===== src/rtl/ipml_prefetch_pkg_v2_0.sv =====
// Shared sizing helpers and legal-range checks for the
// read-side prefetch stage.
package ipml_prefetch_pkg_v2_0;

   localparam int LAT_MIN    = 1;
   localparam int LAT_MAX    = 3;
   localparam int DEPTH_MIN  = 2;
   localparam int DEPTH_MAX  = 8;
   localparam int DATA_W_MAX = 1152;

   function automatic int clog2(input int v);
      int r;
      r = 0;
      for (int i = 0; i < 32; i++) begin
         if ((1 << r) < v) r++;
      end
      return r;
   endfunction

   function automatic int cnt_w(input int depth);
      return clog2(depth + 1);
   endfunction

   function automatic int ptr_w(input int depth);
      return (clog2(depth) < 1) ? 1 : clog2(depth);
   endfunction

   function automatic bit cfg_ok(input int dw,
                                 input int lat,
                                 input int depth);
      return (dw >= 1) && (dw <= DATA_W_MAX) &&
             (lat >= LAT_MIN) && (lat <= LAT_MAX) &&
             (depth >= DEPTH_MIN) && (depth <= DEPTH_MAX);
   endfunction

   localparam int DEF_PF_DEPTH = 2;
   localparam int DEF_CNT_W    = cnt_w(DEF_PF_DEPTH);
   localparam int DEF_PTR_W    = ptr_w(DEF_PF_DEPTH);

endpackage


===== src/rtl/ipml_prefetch_ring_v2_0.sv =====
// Register ring buffer holding prefetched words; write and
// pop ports with an occupancy count, clr empties it.
module ipml_prefetch_ring_v2_0
   import ipml_prefetch_pkg_v2_0::*;
#(
   parameter int DATA_W = 32,
   parameter int DEPTH  = 2,
   parameter int CNT_W  = cnt_w(DEPTH)
) (
   input  logic              rd_clk,
   input  logic              rd_rst,
   input  logic              clr,
   input  logic              wr,
   input  logic [DATA_W-1:0] wr_data,
   input  logic              pop,
   output logic [DATA_W-1:0] rd_data,
   output logic [CNT_W-1:0]  count
);

   localparam int PTR_W = ptr_w(DEPTH);

   logic [DATA_W-1:0] mem [DEPTH];
   logic [PTR_W-1:0]  wr_ptr;
   logic [PTR_W-1:0]  rd_ptr;

   // Explicit wrap so non-power-of-2 depths stay in range.
   function automatic logic [PTR_W-1:0] nxt(
      input logic [PTR_W-1:0] p
   );
      return (p == PTR_W'(DEPTH - 1)) ? '0 : p + 1'b1;
   endfunction

   always_ff @(posedge rd_clk or posedge rd_rst) begin
      if (rd_rst) begin
         for (int i = 0; i < DEPTH; i++) mem[i] <= '0;
         wr_ptr <= '0;
         rd_ptr <= '0;
         count  <= '0;
      end else if (clr) begin
         wr_ptr <= '0;
         rd_ptr <= '0;
         count  <= '0;
      end else begin
         if (wr) begin
            mem[wr_ptr] <= wr_data;
            wr_ptr      <= nxt(wr_ptr);
         end
         if (pop) rd_ptr <= nxt(rd_ptr);
         unique case ({wr, pop})
            2'b10:   count <= count + 1'b1;
            2'b01:   count <= count - 1'b1;
            default: count <= count;
         endcase
      end
   end

   assign rd_data = mem[rd_ptr];

   a_no_overflow: assert property (
      @(posedge rd_clk) disable iff (rd_rst)
      (wr && !clr) |-> (count < CNT_W'(DEPTH))
   );

   a_no_underflow: assert property (
      @(posedge rd_clk) disable iff (rd_rst)
      pop |-> (count != '0)
   );

endmodule


===== src/rtl/ipml_prefetch_stage_v2_0.sv =====
// Credit-based read prefetch between an SDP RAM and a
// valid/ready consumer, with flush and occupancy output.
module ipml_prefetch_stage_v2_0
   import ipml_prefetch_pkg_v2_0::*;
#(
   parameter int DATA_W     = 32,
   parameter int RD_LATENCY = 1,
   parameter int PF_DEPTH   = 2,
   parameter int CNT_W      = cnt_w(PF_DEPTH)
) (
   input  logic              rd_clk,
   input  logic              rd_rst,
   input  logic              ram_empty,
   output logic              ram_rd_en,
   input  logic [DATA_W-1:0] ram_rd_data,
   input  logic              flush,
   output logic [DATA_W-1:0] rd_data,
   output logic              rd_vld,
   input  logic              rd_en,
   output logic [CNT_W-1:0]  pf_level
);

   if (!cfg_ok(DATA_W, RD_LATENCY, PF_DEPTH)) begin : g_bad_cfg
      $error("ipml_prefetch_stage_v2_0: illegal parameters");
   end

   localparam int SW = CNT_W + 1;

   logic [RD_LATENCY-1:0] vpipe;
   logic [SW-1:0]         inflight;
   logic [SW-1:0]         credit_use;
   logic                  pop;
   logic                  land;

   assign pop  = rd_vld & rd_en;
   assign land = vpipe[RD_LATENCY-1];

   always_comb begin
      inflight = '0;
      for (int i = 0; i < RD_LATENCY; i++) begin
         inflight = inflight + SW'(vpipe[i]);
      end
   end

   // A pop in this cycle frees a slot for this cycle's issue.
   assign credit_use = SW'(pf_level) + inflight - SW'(pop);

   assign ram_rd_en = ~rd_rst & ~ram_empty & ~flush &
                      (credit_use < SW'(PF_DEPTH));

   always_ff @(posedge rd_clk or posedge rd_rst) begin
      if (rd_rst) begin
         vpipe <= '0;
      end else if (flush) begin
         vpipe <= '0;
      end else begin
         vpipe <= RD_LATENCY'({vpipe, ram_rd_en});
      end
   end

   ipml_prefetch_ring_v2_0 #(
      .DATA_W (DATA_W),
      .DEPTH  (PF_DEPTH),
      .CNT_W  (CNT_W)
   ) u_ring (
      .rd_clk  (rd_clk),
      .rd_rst  (rd_rst),
      .clr     (flush),
      .wr      (land),
      .wr_data (ram_rd_data),
      .pop     (pop),
      .rd_data (rd_data),
      .count   (pf_level)
   );

   assign rd_vld = (pf_level != '0);

   a_level_bound: assert property (
      @(posedge rd_clk) disable iff (rd_rst)
      (SW'(pf_level) + inflight) <= SW'(PF_DEPTH)
   );

endmodule


===== config.mk =====
export PLATFORM = sky130hd
export DESIGN_NAME = ipml_prefetch_stage_v2_0
export DESIGN_NICKNAME = d
export VERILOG_FILES = /design/src/rtl/ipml_prefetch_pkg_v2_0.sv /design/src/rtl/ipml_prefetch_ring_v2_0.sv /design/src/rtl/ipml_prefetch_stage_v2_0.sv
export SDC_FILE = /design/constraint.sdc
export NUM_CORES = 1
export LEC_CHECK = 0
export ABC_AREA = 1
export BUFFER_PORTS_ARGS = -buffer_cell sky130_fd_sc_hd__buf_4
export CORE_ASPECT_RATIO = 0.6
export CORE_MARGIN = 2
export CORE_UTILIZATION = 50
export CTS_CLUSTER_DIAMETER = 40
export DETAILED_ROUTE_END_ITERATION = 12
export HOLD_SLACK_MARGIN = 0.08
export PLACE_DENSITY = 0.75
export SETUP_SLACK_MARGIN = 0.05
export SYNTH_ARGS = -nofsm -noshare
export SYNTH_HDL_FRONTEND = slang
export SYNTH_SLANG_ARGS = --single-unit

===== constraint.sdc =====
create_clock -name rd_clk -period 5.88 [get_ports rd_clk]
set_clock_uncertainty 0.05 [all_clocks]
set_input_delay 0.294 -clock rd_clk [delete_from_list [all_inputs] [get_ports rd_clk]]
set_output_delay 0.294 -clock rd_clk [all_outputs]
set_load 0.01 [all_outputs]

==> metrics.md, run 1 <==
| Metric | Value |
|---|---|
| Outcome | `complete, no violations` |
| Met2 WL | `2987 um` |
| Total of fill cells in the finished design | `535` |
| Share of cells above drive strength 1 | `0.2654` |
| Clock tree from TritonCTS | `built` |
| Vias per cell | `4.776` |
| Overall Global Routing Usage | `0.2127` |
| CTS Root Buffer Type | `sky130_fd_sc_hd__clkbuf_8` |
| Initial core utilization | `0.5218` |
| Port bufs | `72` |
| Initial antenna violation count | `0` |
| Overflow after GRT | `0` |
| Cells along the critical path | `inv_1, nand2_2, nand2_2, inv_1, ha_1, or2_2, fa_1, nand2_1, nor4_1, buf_4` |
| Worst EP arrival | `2680 ps` |
| Topmost layer with routed signal wires | `met4` |
| Cts-stage hold buffer count | `2` |
| Post-Syn Area | `3203 um2` |
| Worst min-delay path category | `in2reg` |
| Final setup violation count | `0` |
| Critical setup path kind | `reg2out` |
| DR iter-0 viols | `206` |
| Sinks on Clock Net | `69` |
| Family with the most delay on the worst path | `simple AND/OR/NAND/NOR gates` |
| Clock-pin slew on the worst setup and hold paths | `80 ps` |
| Relative slew slack | `0.2535` |
| Count of buffering cells on the critical path with inverters included | `3` |
| Maximum number of pins on one net before global-route repair | `66` |
| Syn. warnings | `0` |
| Routed len/inst | `12.52 um` |
| Number of nets in the layout | `490` |
| Post-detailed-placement cell area | `3740 um2` |
| Worst-case hold path end point | `u_ring.mem[57]` |
| Routed WL | `6763 um` |
| Synthesis-stage register bit count | `69` |
| Syn_area_per_cell | `8.363 um2` |
| Sort of element at the end of the critical path | `primary output` |
| Number of H-tree levels | `3` |
| Final design area excluding fillers | `3960 um2` |
| Slowest stage delay, CP | `500 ps` |
| Clock period minus worst slack | `3021 ps` |
| Crit-path slowest cell | `sky130_fd_sc_hd__fa_1` |
| Number of placed I/O pins | `73` |
| Crit start category | `register` |
| Reg2reg setup slack | `3480 ps` |
| Gate count of the mapped netlist | `383` |
| Die W | `107.3 um` |
| Number of antenna cells inserted | `0` |
| LEAKAGE | `2.179 nW` |
| Reg-to-Reg End | `land` |
| Total of max-cap violations | `0` |
| Final Cycle Share | `0.5138` |
| Proportion of synthesized chip area in sequential cells | `0.5391` |
| Final core utilization | `0.6451` |
| Synth-to-layout area growth | `23.63%` |
| Routed met3 length | `430 um` |
| CP Data Required Time | `5540 ps` |
| Worst R2R Start | `u_ring.count[0]` |
| Global-route wire length before repair | `11,430 um` |
| Hold Crit Depth | `3` |
| Core area | `6138 um2` |
| Die area | `7083 um2` |
| Chip height | `66.00 um` |
| Startpoint of the worst hold path | `ram_rd_data[25]` |
| Detailed-route wire length on metal 1 | `3315 um` |
| Depth of the worst register-to-register path | `9` |
| Number of non-filler instances in the completed layout | `540` |
| RSZ-0062 raised after global routing | `false` |
| Synth unique cells | `24` |
| Total of cells resized after clock tree synthesis | `0` |
| DRC violation count after routing | `0` |
| CTS Buf Count | `9` |
| Max Fclk | `331.0 MHz` |
| Number of vias in the routed layout | `2,579` |
| Via count of the first global-routing pass | `2,403` |
| Count of final hold-check violations | `0` |
| Number of standard-cell rows in the floorplan | `22` |
| Number of antenna-violating nets in the routed design | `0` |
| CTS max path bufs | `2` |
| First-pass iteration count of the detailed router | `5` |
| Post-CTS setup buffer count | `0` |
| Cell total after placement | `522` |
| Maximum fanout along the worst path | `5` |
| Post-layout power | `0.001563 W` |
| Total Neg Setup Slack | `0 ps` |
| Power per unit of standard cell area | `394.8 nW/um2` |
| Post-Syn Nets | `422` |
| Max-slew violation count | `0` |
| Worst vdd ir | `211.4 uV` |
| Post-DP HPWL | `4434 um` |
| Placer congestion estimate | `0.8001` |
| Worst-Skew Late Latency | `340 ps` |
| Slew at the pin closest to its max-slew limit | `1113 ps` |
==> registers in the layout, summed over array words and instances, names as in the netlist <==
name           flops
u_ring.mem        64
u_ring.rd_ptr      1
land               1
u_ring.count       2
u_ring.wr_ptr      1
==> worst register-to-register path, stage by stage (launching register included) <==
cell                      delay (ps)
sky130_fd_sc_hd__dfrtp_1         430
sky130_fd_sc_hd__inv_1           160
sky130_fd_sc_hd__nand2_2          90
sky130_fd_sc_hd__nand2_2          90
sky130_fd_sc_hd__inv_1            50
sky130_fd_sc_hd__ha_1            250
sky130_fd_sc_hd__or2_2           310
sky130_fd_sc_hd__fa_1            500
sky130_fd_sc_hd__nand2_1          70
sky130_fd_sc_hd__nor4_1          300
==> cell type report <==
type	instances	area (um2)	share of cell area
clock buffers	10	137.6	0.03476
clock inverters	6	62.56	0.01580
inverters	40	150.1	0.03791
repair buffers	77	583.1	0.1472
multi-input cells	254	1195	0.3017
well taps	84	105.1	0.02654
flip-flops and latches	69	1727	0.4360
==> placed cells by master (no fill, tap or decap) <==
cell	n
sky130_fd_sc_hd__clkinv_2	2
sky130_fd_sc_hd__dlygate4sd3_1	2
sky130_fd_sc_hd__fa_1	1
sky130_fd_sc_hd__clkbuf_8	10
sky130_fd_sc_hd__nand3_1	5
sky130_fd_sc_hd__clkinvlp_4	3
sky130_fd_sc_hd__o21ai_1	14
sky130_fd_sc_hd__ha_1	1
sky130_fd_sc_hd__nor4_1	2
sky130_fd_sc_hd__nand3b_1	1
sky130_fd_sc_hd__nand2_2	2
sky130_fd_sc_hd__nor2_1	2
sky130_fd_sc_hd__inv_2	3
sky130_fd_sc_hd__xor2_1	1
sky130_fd_sc_hd__dfrtp_1	69
sky130_fd_sc_hd__clkinv_1	1
sky130_fd_sc_hd__nand2_1	168
sky130_fd_sc_hd__or2_2	1
sky130_fd_sc_hd__inv_1	36
sky130_fd_sc_hd__o21ai_2	23
sky130_fd_sc_hd__bufinv_16	1
sky130_fd_sc_hd__nand3_4	1
sky130_fd_sc_hd__a21oi_1	1
sky130_fd_sc_hd__buf_4	75
sky130_fd_sc_hd__nand4_1	2
sky130_fd_sc_hd__o21ai_0	29
==> how the worst max path moves through the flow <==
stage               startpoint        end  slack, ps  cells past startpoint
6_report       u_ring.count[0]  ram_rd_en       2860                     10
5_1_grt        u_ring.count[0]  ram_rd_en       2650                     10
4_1_cts        u_ring.count[0]  ram_rd_en       2820                     10
3_5_place_dp   u_ring.count[0]  ram_rd_en       3210                     10
3_3_place_gp   u_ring.count[1]  ram_rd_en       3300                     10
2_1_floorplan  u_ring.count[0]  ram_rd_en       3270                      9
==> power by group <==
group | internal (W) | switching [W]
sequential | 0.000604 | 0.0000700
combinational | 0.000243 | 0.000264
clock | 0.000206 | 0.000176
total | 0.00105 | 0.000510
==> cell usage after synthesis <==
cell | n | area (um2)
sky130_fd_sc_hd__nor2_1 | 2 | 7.510
sky130_fd_sc_hd__o21ai_1 | 14 | 70.07
sky130_fd_sc_hd__xor2_1 | 1 | 8.760
sky130_fd_sc_hd__dfrtp_1 | 69 | 1727
sky130_fd_sc_hd__nand2_2 | 2 | 12.51
sky130_fd_sc_hd__nor4_1 | 2 | 12.51
sky130_fd_sc_hd__nand3b_1 | 1 | 7.510
sky130_fd_sc_hd__o21ai_2 | 23 | 201.4
sky130_fd_sc_hd__clkbuf_2 | 1 | 5.000
sky130_fd_sc_hd__o21ai_0 | 29 | 145.1
sky130_fd_sc_hd__buf_2 | 8 | 40.04
sky130_fd_sc_hd__or2_2 | 1 | 6.260
sky130_fd_sc_hd__nand4_1 | 2 | 12.51
sky130_fd_sc_hd__buf_6 | 6 | 67.56
sky130_fd_sc_hd__fa_1 | 1 | 20.02
sky130_fd_sc_hd__nand3_4 | 1 | 17.52
sky130_fd_sc_hd__ha_1 | 1 | 12.51
sky130_fd_sc_hd__nand2_1 | 168 | 630.6
sky130_fd_sc_hd__inv_1 | 37 | 138.9
sky130_fd_sc_hd__a21oi_1 | 1 | 5.000
sky130_fd_sc_hd__nand3_1 | 5 | 25.02
sky130_fd_sc_hd__inv_2 | 2 | 7.510
sky130_fd_sc_hd__clkinv_1 | 1 | 3.750
sky130_fd_sc_hd__clkbuf_1 | 5 | 18.77
==> per-layer routing <==
metal	global-route usage	vias up
met5	0	-
met4	0.05609	0
met3	0.06700	4
met2	0.3196	79
met1	0.3008	1177
li1	-	1319
==> logic make-up (layout without fill, tap and decap cells) <==
logic type / Yosys count / count (layout) / share of synthesized area
buffers and inverters: 60 / 133 / 0.08789
DFF: 69 / 69 / 0.5391
and+or+nand+nor: 184 / 184 / 0.2285
adders and majority gates: 2 / 2 / 0.01016
xor gates and xnor gates: 1 / 1 / 0.002735
AOI/OAI and AO/OA: 67 / 67 / 0.1316
==> metrics by stage <==
stage / hold WS, ps / setup slack [ps]
global route: 156.7 / 2649
floorplan: 316.0 / 3267
CTS: 153.2 / 2823
finish: 164.8 / 2859
detailed placement: 348.3 / 3210
global placement: 349.8 / 3299
(Power assumes the default switching activity.)
==> inputs of run 2 (changes only) <==
==> constraint.sdc (replaced) <==
create_clock -name rd_clk -period 3 [get_ports rd_clk]
set_clock_uncertainty 0.05 [all_clocks]
set_input_delay 0.15 -clock rd_clk [delete_from_list [all_inputs] [get_ports rd_clk]]
set_output_delay 0.15 -clock rd_clk [all_outputs]
set_load 0.01 [all_outputs]
==> run 2 against run 1 <==
Final cell count is 7.6% higher; first-iteration DRC count is 23% lower; via count is 7.6% higher; final area is 12% higher; combinational power is 110% higher; critical endpoint unchanged; largest cell class unchanged; largest power group unchanged.
==> metrics.md, run 2 (synthesis results as in run 1) <==
| Metric | Value |
|---|---|
| Routed met3 length | `483 um (was 430 um)` |
| Worst EP arrival | `2650 ps (was 2680 ps)` |
| Maximum fanout along the worst path | `5 (unchanged)` |
| Slew at the pin closest to its max-slew limit | `739.8 ps (was 1113 ps)` |
| Family with the most delay on the worst path | `simple AND/OR/NAND/NOR gates (unchanged)` |
| Relative slew slack | `0.5053 (was 0.2535)` |
| Post-placement worst setup slack | `442.6 ps (was 3210 ps)` |
| Overall Global Routing Usage | `0.2299 (was 0.2127)` |
| Total of max-cap violations | `0 (unchanged)` |
| Most frequent standard cell in the layout excluding fill and tap cells | `sky130_fd_sc_hd__nand2_1 (unchanged)` |
| Share of cells above drive strength 1 | `0.2636 (was 0.2654)` |
| Sort of element at the end of the critical path | `primary output (unchanged)` |
| Clock-pin slew on the worst setup and hold paths | `80 ps (about the same)` |
| Largest register FFs | `64 (unchanged)` |
| Most frequent cells in the layout | `167 x sky130_fd_sc_hd__nand2_1, 80 x sky130_fd_sc_hd__buf_4, 67 x sky130_fd_sc_hd__dfrtp_1, 37 x sky130_fd_sc_hd__dlygate4sd3_1, 35 x sky130_fd_sc_hd__inv_1 (was 168 x sky130_fd_sc_hd__nand2_1, 75 x sky130_fd_sc_hd__buf_4, 69 x sky130_fd_sc_hd__dfrtp_1, 36 x sky130_fd_sc_hd__inv_1, 29 x sky130_fd_sc_hd__o21ai_0)` |
| Topmost layer with routed signal wires | `met4 (unchanged)` |
| Number of standard-cell rows in the floorplan | `22 (unchanged)` |
| Power per unit of standard cell area | `747.6 nW/um2 (was 394.8 nW/um2)` |
| Number of vias in the routed layout | `2,775 (was 2,579)` |
| Global-route wire length before repair | `12,360 um (was 11,430 um)` |
| Vias per cell | `4.776 (about the same)` |
| Total of fill cells in the finished design | `487 (was 535)` |
| Count of final hold-check violations | `0 (unchanged)` |
| Overflow after GRT | `0 (unchanged)` |
| Maximum number of pins on one net before global-route repair | `65 (was 66)` |
| Critical setup path kind | `reg2out (unchanged)` |
| Number of antenna-violating nets in the routed design | `0 (unchanged)` |
| Top flop regs | `u_ring.mem: 64 flops, u_ring.count: 2 flops (unchanged)` |
| Met2 WL | `3412 um (was 2987 um)` |
| CTS Buf Count | `9 (unchanged)` |
| LEAKAGE | `2.392 nW (was 2.179 nW)` |
| Synth-to-layout area growth | `38.59% (was 23.63%)` |
| Core area | `6138 um2 (unchanged)` |
| Crit-path slowest cell | `sky130_fd_sc_hd__fa_1 (unchanged)` |
| Final setup violation count | `0 (unchanged)` |
| Number of non-filler instances in the completed layout | `581 (was 540)` |
| Setup WS post-layout | `149.9 ps (was 2859 ps)` |
| Max Fclk | `350.9 MHz` |
| Count of buffering cells on the critical path with inverters included | `3 (unchanged)` |
| Port bufs | `72 (unchanged)` |
| Worst-Skew Late Latency | `340 ps (about the same)` |
| CP Data Required Time | `2800 ps (was 5540 ps)` |
| Sinks on Clock Net | `69 (unchanged)` |
| Max-slew violation count | `0 (unchanged)` |
| Die W | `107.3 um (unchanged)` |
| Number of H-tree levels | `3 (unchanged)` |
| Clock tree from TritonCTS | `built (unchanged)` |
| Cell total after placement | `525 (was 522)` |
| Most used cell, CP | `sky130_fd_sc_hd__nand2_2` |
| Final core utilization | `0.7232 (was 0.6451)` |
| RSZ-0062 raised after global routing | `false (unchanged)` |
| DR iter-0 viols | `158 (was 206)` |
| First-pass iteration count of the detailed router | `5 (unchanged)` |
| Routed WL | `7383 um (was 6763 um)` |
| Clock period minus worst slack | `2850 ps` |
| Crit start category | `register (unchanged)` |
| Worst vdd ir | `399.3 uV (was 211.4 uV)` |
| Number of placed I/O pins | `73 (unchanged)` |
| Initial antenna violation count | `0 (unchanged)` |
| Outcome | `complete, no violations (unchanged)` |
| Initial core utilization | `0.5218 (unchanged)` |
| Placer congestion estimate | `0.7870 (was 0.8001)` |
| DRC violation count after routing | `0 (unchanged)` |
| Routed len/inst | `12.71 um (was 12.52 um)` |
| Slowest stage delay, CP | `510 ps (was 500 ps)` |
| Chip height | `66.00 um (unchanged)` |
| Number of antenna cells inserted | `0 (unchanged)` |
| Die area | `7083 um2 (unchanged)` |
| CTS Root Buffer Type | `sky130_fd_sc_hd__clkbuf_8 (unchanged)` |
| Via count of the first global-routing pass | `2,625 (was 2,403)` |
| Post-DP HPWL | `4500 um (was 4434 um)` |
| Total Neg Setup Slack | `0 ps (unchanged)` |
| Largest Register | `u_ring.mem (unchanged)` |
| Cells along the critical path | `inv_4, nand2_2, nand2_2, inv_1, ha_1, or2_2, fa_1, nand2_2, nor4_4, buf_4 (was inv_1, nand2_2, nand2_2, inv_1, ha_1, or2_2, fa_1, nand2_1, nor4_1, buf_4)` |
| Detailed-route wire length on metal 1 | `3408 um (was 3315 um)` |
| Post-layout power | `0.003319 W (was 0.001563 W)` |
| Number of nets in the layout | `531 (was 490)` |
| Worst min-delay path category | `in2async (was in2reg)` |
| CTS max path bufs | `2 (unchanged)` |
| Final Cycle Share | `0.9500` |
[run 2: where the power goes]
part	total (W)	switching [W]	leakage, nW	internal [W]
Combinational	0.00106	0.000538	1.36	0.000522
Clock	0.000935	0.000357	0.124	0.000578
Sequential	0.00132	0.000140	0.904	0.00118
Total	0.00332	0.00103	2.39	0.00228
[run 2: what timing repair did]
action | in CTS | in global routing
gates resized for setup | 0 | 7
setup buffers | 0 | 3
hold buffers | 37 | 0
setup endpoints to repair | 0 | 1
endpoints found under the hold margin | 82 | 0
[run 2: worst paths after layout]
path | from | to | slack [ps] | cells after the start
setup / recovery | u_ring.count[0] | ram_rd_en | 150 | 10
hold / removal | rd_rst | u_ring.mem[33] | 310 | 3
setup reg to reg | u_ring.count[0] | land | 740 | 9
hold reg to reg | u_ring.mem[43] | u_ring.mem[43] | 430 | 2
max in group asynchronous | rd_rst | u_ring.count[0] | 1830 | 4
min in group rd_clk | u_ring.mem[43] | u_ring.mem[43] | 430 | 2
[run 2: per-layer routing]
metal	vias up	GRT usage
li1	1399	-
met1	1273	0.3026
met2	92	0.3671
met3	11	0.07586
met4	0	0.06731
met5	-	0
[run 2: worst register-to-register path: cells and delay by family (launching register included)]
| family | cells | cell delay (ps) |
|---|---|---|
| buf+inv | 2 | 140 |
| flops | 1 | 450 |
| simple gates | 5 | 760 |
| fa+ha+maj | 2 | 760 |
[run 2: cell type report]
class | instances | area (um2) | area share
timing repair buffer | 118 | 991.0 | 0.2232
tap | 84 | 105.1 | 0.02368
multi-input combinational | 254 | 1212 | 0.2731
clock buffer | 11 | 141.4 | 0.03185
sequential | 69 | 1729 | 0.3895
inverter | 40 | 152.6 | 0.03439
clock inverter | 5 | 107.6 | 0.02424
[run 2: metrics by stage]
step | cell area, um2 | hold slack (ps)
final | 4439 | 311.1
after global routing | 4439 | 322.8
after CTS | 4394 | 300.6
after detailed placement | 3775 | 126.7
after global placement | 3775 | 118.4
after floorplan | 3203 | 172.0
